[src/rtl/regfile_wb.sv]
// Writeback register file: 32 x DW registers, two combinational read ports with
// write-through bypass, and a valid/ready dump engine that streams every register out.
module regfile_wb #(
    parameter int DW = 32,
    parameter int AW = 5
) (
    input  logic          clk,
    input  logic          rst,
    input  logic          we,
    input  logic [AW-1:0] waddr,
    input  logic [DW-1:0] wdata,
    input  logic [AW-1:0] raddr1,
    output logic [DW-1:0] rdata1,
    input  logic [AW-1:0] raddr2,
    output logic [DW-1:0] rdata2,
    input  logic          dump_start,
    input  logic          dump_ready,
    output logic          dump_valid,
    output logic [AW-1:0] dump_idx,
    output logic [DW-1:0] dump_data,
    output logic          dump_busy
);

    localparam int            NREG     = 1 << AW;
    localparam logic [AW-1:0] LAST_IDX = AW'(NREG - 1);

    typedef enum logic {
        S_IDLE,
        S_RUN
    } dump_state_t;

    logic [DW-1:0] r_regs [NREG];
    dump_state_t   r_state;
    logic [AW-1:0] r_idx;
    logic          r_valid;
    logic          r_busy;

    logic          w_wr_en;
    logic          w_hit1;
    logic          w_hit2;
    logic          w_hit_dump;

    assign w_wr_en    = we && (waddr != '0);
    assign w_hit1     = we && (waddr == raddr1);
    assign w_hit2     = we && (waddr == raddr2);
    assign w_hit_dump = we && (waddr == r_idx);

    // NOTE: the whole array is reset because software relies on every register reading
    // zero after reset; a RAM macro could not honour that, so this stays in flops.
    always_ff @(posedge clk or posedge rst) begin
        if (rst) begin
            for (int i = 0; i < NREG; i++) begin
                r_regs[i] <= '0;
            end
        end else if (w_wr_en) begin
            r_regs[waddr] <= wdata;
        end
    end

    // Register 0 reads zero before bypass, so a write to r0 never shows up anywhere.
    assign rdata1    = (raddr1 == '0) ? '0 : (w_hit1     ? wdata : r_regs[raddr1]);
    assign rdata2    = (raddr2 == '0) ? '0 : (w_hit2     ? wdata : r_regs[raddr2]);
    assign dump_data = (r_idx  == '0) ? '0 : (w_hit_dump ? wdata : r_regs[r_idx]);

    // NOTE: sequential state uses non-blocking assignments only, so every flop samples
    // the pre-edge values and the order of statements below does not matter.
    always_ff @(posedge clk or posedge rst) begin
        if (rst) begin
            r_state <= S_IDLE;
            r_idx   <= '0;
            r_valid <= 1'b0;
            r_busy  <= 1'b0;
        end else begin
            case (r_state)
                S_IDLE: begin
                    if (dump_start) begin
                        r_state <= S_RUN;
                        r_idx   <= '0;
                        r_valid <= 1'b1;
                        r_busy  <= 1'b1;
                    end
                end
                S_RUN: begin
                    if (r_valid && dump_ready) begin
                        if (r_idx == LAST_IDX) begin
                            r_state <= S_IDLE;
                            r_idx   <= '0;
                            r_valid <= 1'b0;
                            r_busy  <= 1'b0;
                        end else begin
                            r_idx <= r_idx + AW'(1);
                        end
                    end
                end
                default: begin
                    r_state <= S_IDLE;
                    r_idx   <= '0;
                    r_valid <= 1'b0;
                    r_busy  <= 1'b0;
                end
            endcase
        end
    end

    assign dump_valid = r_valid;
    assign dump_busy  = r_busy;
    assign dump_idx   = r_idx;

endmodule

[config.mk]
export PLATFORM = sky130hd
export DESIGN_NAME = regfile_wb
export DESIGN_NICKNAME = d
export VERILOG_FILES = /design/src/rtl/regfile_wb.sv
export SDC_FILE = /design/constraint.sdc
export NUM_CORES = 2
export LEC_CHECK = 0
export CAP_MARGIN = 10
export CORE_MARGIN = 2
export CORE_UTILIZATION = 55
export DETAILED_ROUTE_END_ITERATION = 8
export GPL_TIMING_DRIVEN = 1
export PLACE_DENSITY = 0.72
export SETUP_SLACK_MARGIN = 0.2
export SLEW_MARGIN = 20
export SYNTH_ARGS = -nofsm -noshare
export SYNTH_HDL_FRONTEND = slang
export SYNTH_SLANG_ARGS = --single-unit
[constraint.sdc]
create_clock -name clk -period 50.7 [get_ports clk]
set_input_delay 5.07 -clock clk [delete_from_list [all_inputs] [get_ports clk]]
set_output_delay 5.07 -clock clk [all_outputs]
set_load 0.05 [all_outputs]
==> metrics.txt <==
Synth Flop Type=dfrtp_1; synth cell count leaders=dfrtp_1, mux2_2, mux4_2; reg2reg start=dump_idx[1]; Starting Density=55.5%; CTS-repair resized insts=0; clock net sink count=1031; Total Wirelength=227000 um; CP endpoint kind=output port; critical path launch point type=primary input; crit path cell chain=buf_8, buf_4, buf_4, nand2_1, o22ai_1, nor3_1, a2111oi_0, a221o_1, clkdlybuf4s50_1; arrival time worst endpoint=10200 ps; Post-synth EDFFs=0; net switching power=0.952 mW; Net Count, Synth=4579; Overflow after GRT=0; Clock power frac=29.5%; area of the core=115000 um^2; Final Hold Viols=0; share of layout cells above drive strength 1=44.0%; CP max stage cell=clkdlybuf4s50_1; Synth Area in XOR/XNOR=0.207%; fin crit period=15270 ps; fin. max-slew vios=0; largest net degree at the start of global routing=164; RSZ-0062 raised after global routing=false; Compound-Gate Fraction of Synth Area=8.35%; fmax=65.5 MHz; routed vias/inst=7.80; first-pass GRT wire length=328000 um; R2R setup slack=47660 ps; Reg power frac=39.8%; hpwl dp=124000 um; final setup skew=6.45 ps; maximum vdd drop=0.0259 mV; Setup Buffers After CTS=0; Syn Area/Cell=14.0 um^2; I/O Pins=155; DRC=0; Setup Slack @ Placement=35620 ps; worst hold path class=reg -> reg; die width=344 um; slowest stage delay, CP=910 ps; static leakage=28.8 nW; multi-input logic area=35300 um^2; most common cell in the netlist=dfrtp_1; post-synthesis mux area share=44.6%; Die Area=118000 um^2; max cap viols=0; DR WL/cell=38.0 um; GRT Overall Usage=38.5%; relative slew slack=19.5%; area share of and/or/nand/nor cells after synthesis=1.86%; Post-synth ARST share=100%; cell taking the most area after synthesis=dfrtp_1; Die Ht=344 um; Via Count=46500; combinational fraction of design power=30.7%; Seq. cell area=25800 um^2; Post-Synth Adder-Cell Area=0.0591%; RR Endpoint=dump_idx[1]; Power Internal=1.93 mW; CTS tree=yes; worst hold endpoint=r_regs[1014]; Yosys reg bits=1031; Synth Warn #=0; htree depth=3; share of the synthesized area in the top cell type=40.6%; Yosys cell types=64; sequential cell area fraction in the yosys report=40.6%; Synth area leaders=dfrtp_1, mux4_2, mux2_2; CTS Buffer Depth=3; setup ws final=35430 ps; CP startpoint=raddr1[1]; Critical path buffers and inverters=4; CP Class=in -> out; Synth Instances=4524; power per standard cell area=41.6 nW/um^2; final setup TNS=0 ps; Mapped Area=63500 um^2; vias in the first global route=45900; Worst EP required=45630 ps; Layout area overhead=9.19%; largest delay contributor family on the critical path=buffers and inverters; critical path fanouts, max=97; clk slew on worst S/H paths=60 ps; Final period util=30.1%; Rows=124; Hold Path Depth=0; largest family of logic cells by synthesized area=multiplexers; First DRT Iteration DRCs=6747; r2r worst-path depth=4; Final setup viols=0; Root Driver=clkbuf_16; fillers=8682; drt first pass iters=8; hold_buf cts=0; number of buffers created by CTS=111; fin nets=4419; outcome=finished clean; GP Congestion=0.884; Routed Antenna Nets=0; hold_sp=r_regs[1014]; switching part of the total=33.0%; worst-skew pair later-pin latency=710 ps; Port Buf Inserts=154; initial antenna violation count=8; slew at the pin closest to its max-slew limit=1210 ps; most frequent CP cell=buf_4
-- state kept, by name, indices dropped and copies added (netlist names) --
signal     cells
r_state        1
r_regs      1024
dump_busy      1
dump_idx       5
-- area by class of cell --
cell class	count	area share [%]
Timing Repair Buffer	277	3.64
Clock buffer	163	4.69
Sequential cell	1031	37.2
Tap cell	1512	2.73
Clock inverter	40	0.743
Inverter	9	0.0595
Multi-Input combinational cell	2934	50.9
Antenna cell	1	0.00361
-- worst max path at each step --
stage                            end  slack [ps]  depth (start not counted)
after global routing      rdata1[26]       35510                          9
after CTS                 rdata1[26]       35620                          9
after detailed placement   rdata1[3]       35620                          9
after floorplan            dump_busy       16620                          1
after global placement    rdata1[26]       35640                          9
final                      rdata1[3]       35430                          9
-- per-stage QoR --
step	std cells	instance area, um^2	total power [mW]	hold slack (ps)	util (%)
global route	5966	69300	2.98	427	60.6
detailed placement	5760	65500	2.02	403	57.2
floorplan	4524	63500	1.78	458	-
global placement	5759	65500	2.00	395	57.2
finish	5967	69300	2.88	416	60.6
CTS	5963	69300	2.87	417	60.5
-- power groups by stage --
stage	clock network (mW)	registers, mW	logic, mW
final	0.851	1.15	0.885
after global routing	0.888	1.17	0.926
after detailed placement	0	1.15	0.869
after CTS	0.855	1.14	0.873
after global placement	0	1.14	0.857
after floorplan	0	1.09	0.681
-- layer usage --
metal	GRT usage (%)	vias to the layer above	part of all wire [%]
met4	20.7	8	6.2
met2	54.7	3584	43
li1	-	17700	-
met5	0	-	0.022
met3	12.7	826	14
met1	52.8	24400	37
-- cells in the final DEF, fill, tap and decap left out, types with 12 or more instances in the layout --
master,n
clkbuf_8,24
buf_2,15
nor2_1,33
dfrtp_1,1027
mux2_2,964
nor3_1,14
o21ai_0,32
clkbuf_1,26
a22o_1,81
a22oi_1,200
o221ai_1,64
o211ai_1,12
nand2_1,59
a311oi_1,20
a21oi_1,99
nor2_4,24
o22ai_1,87
buf_4,117
clkbuf_16,113
a211oi_1,59
mux4_2,597
mux2_1,29
clkdlybuf4s50_1,131
nand3_1,28
a32o_1,20
mux2i_1,367
clkinv_2,21
-- logic make-up (layout without fill, tap and decap cells) --
group,count (synthesis),in the layout
AO/OA/AOI/OAI,720,720
multiplexers,1957,1957
adder cells (fa/ha/maj),3,3
flip-flops,1031,1031
XOR/XNOR,15,15
other,0,1
AND/OR/NAND/NOR,239,239
buffers and inverters,559,489
Note: power is estimated with default switching activity, not from simulation.
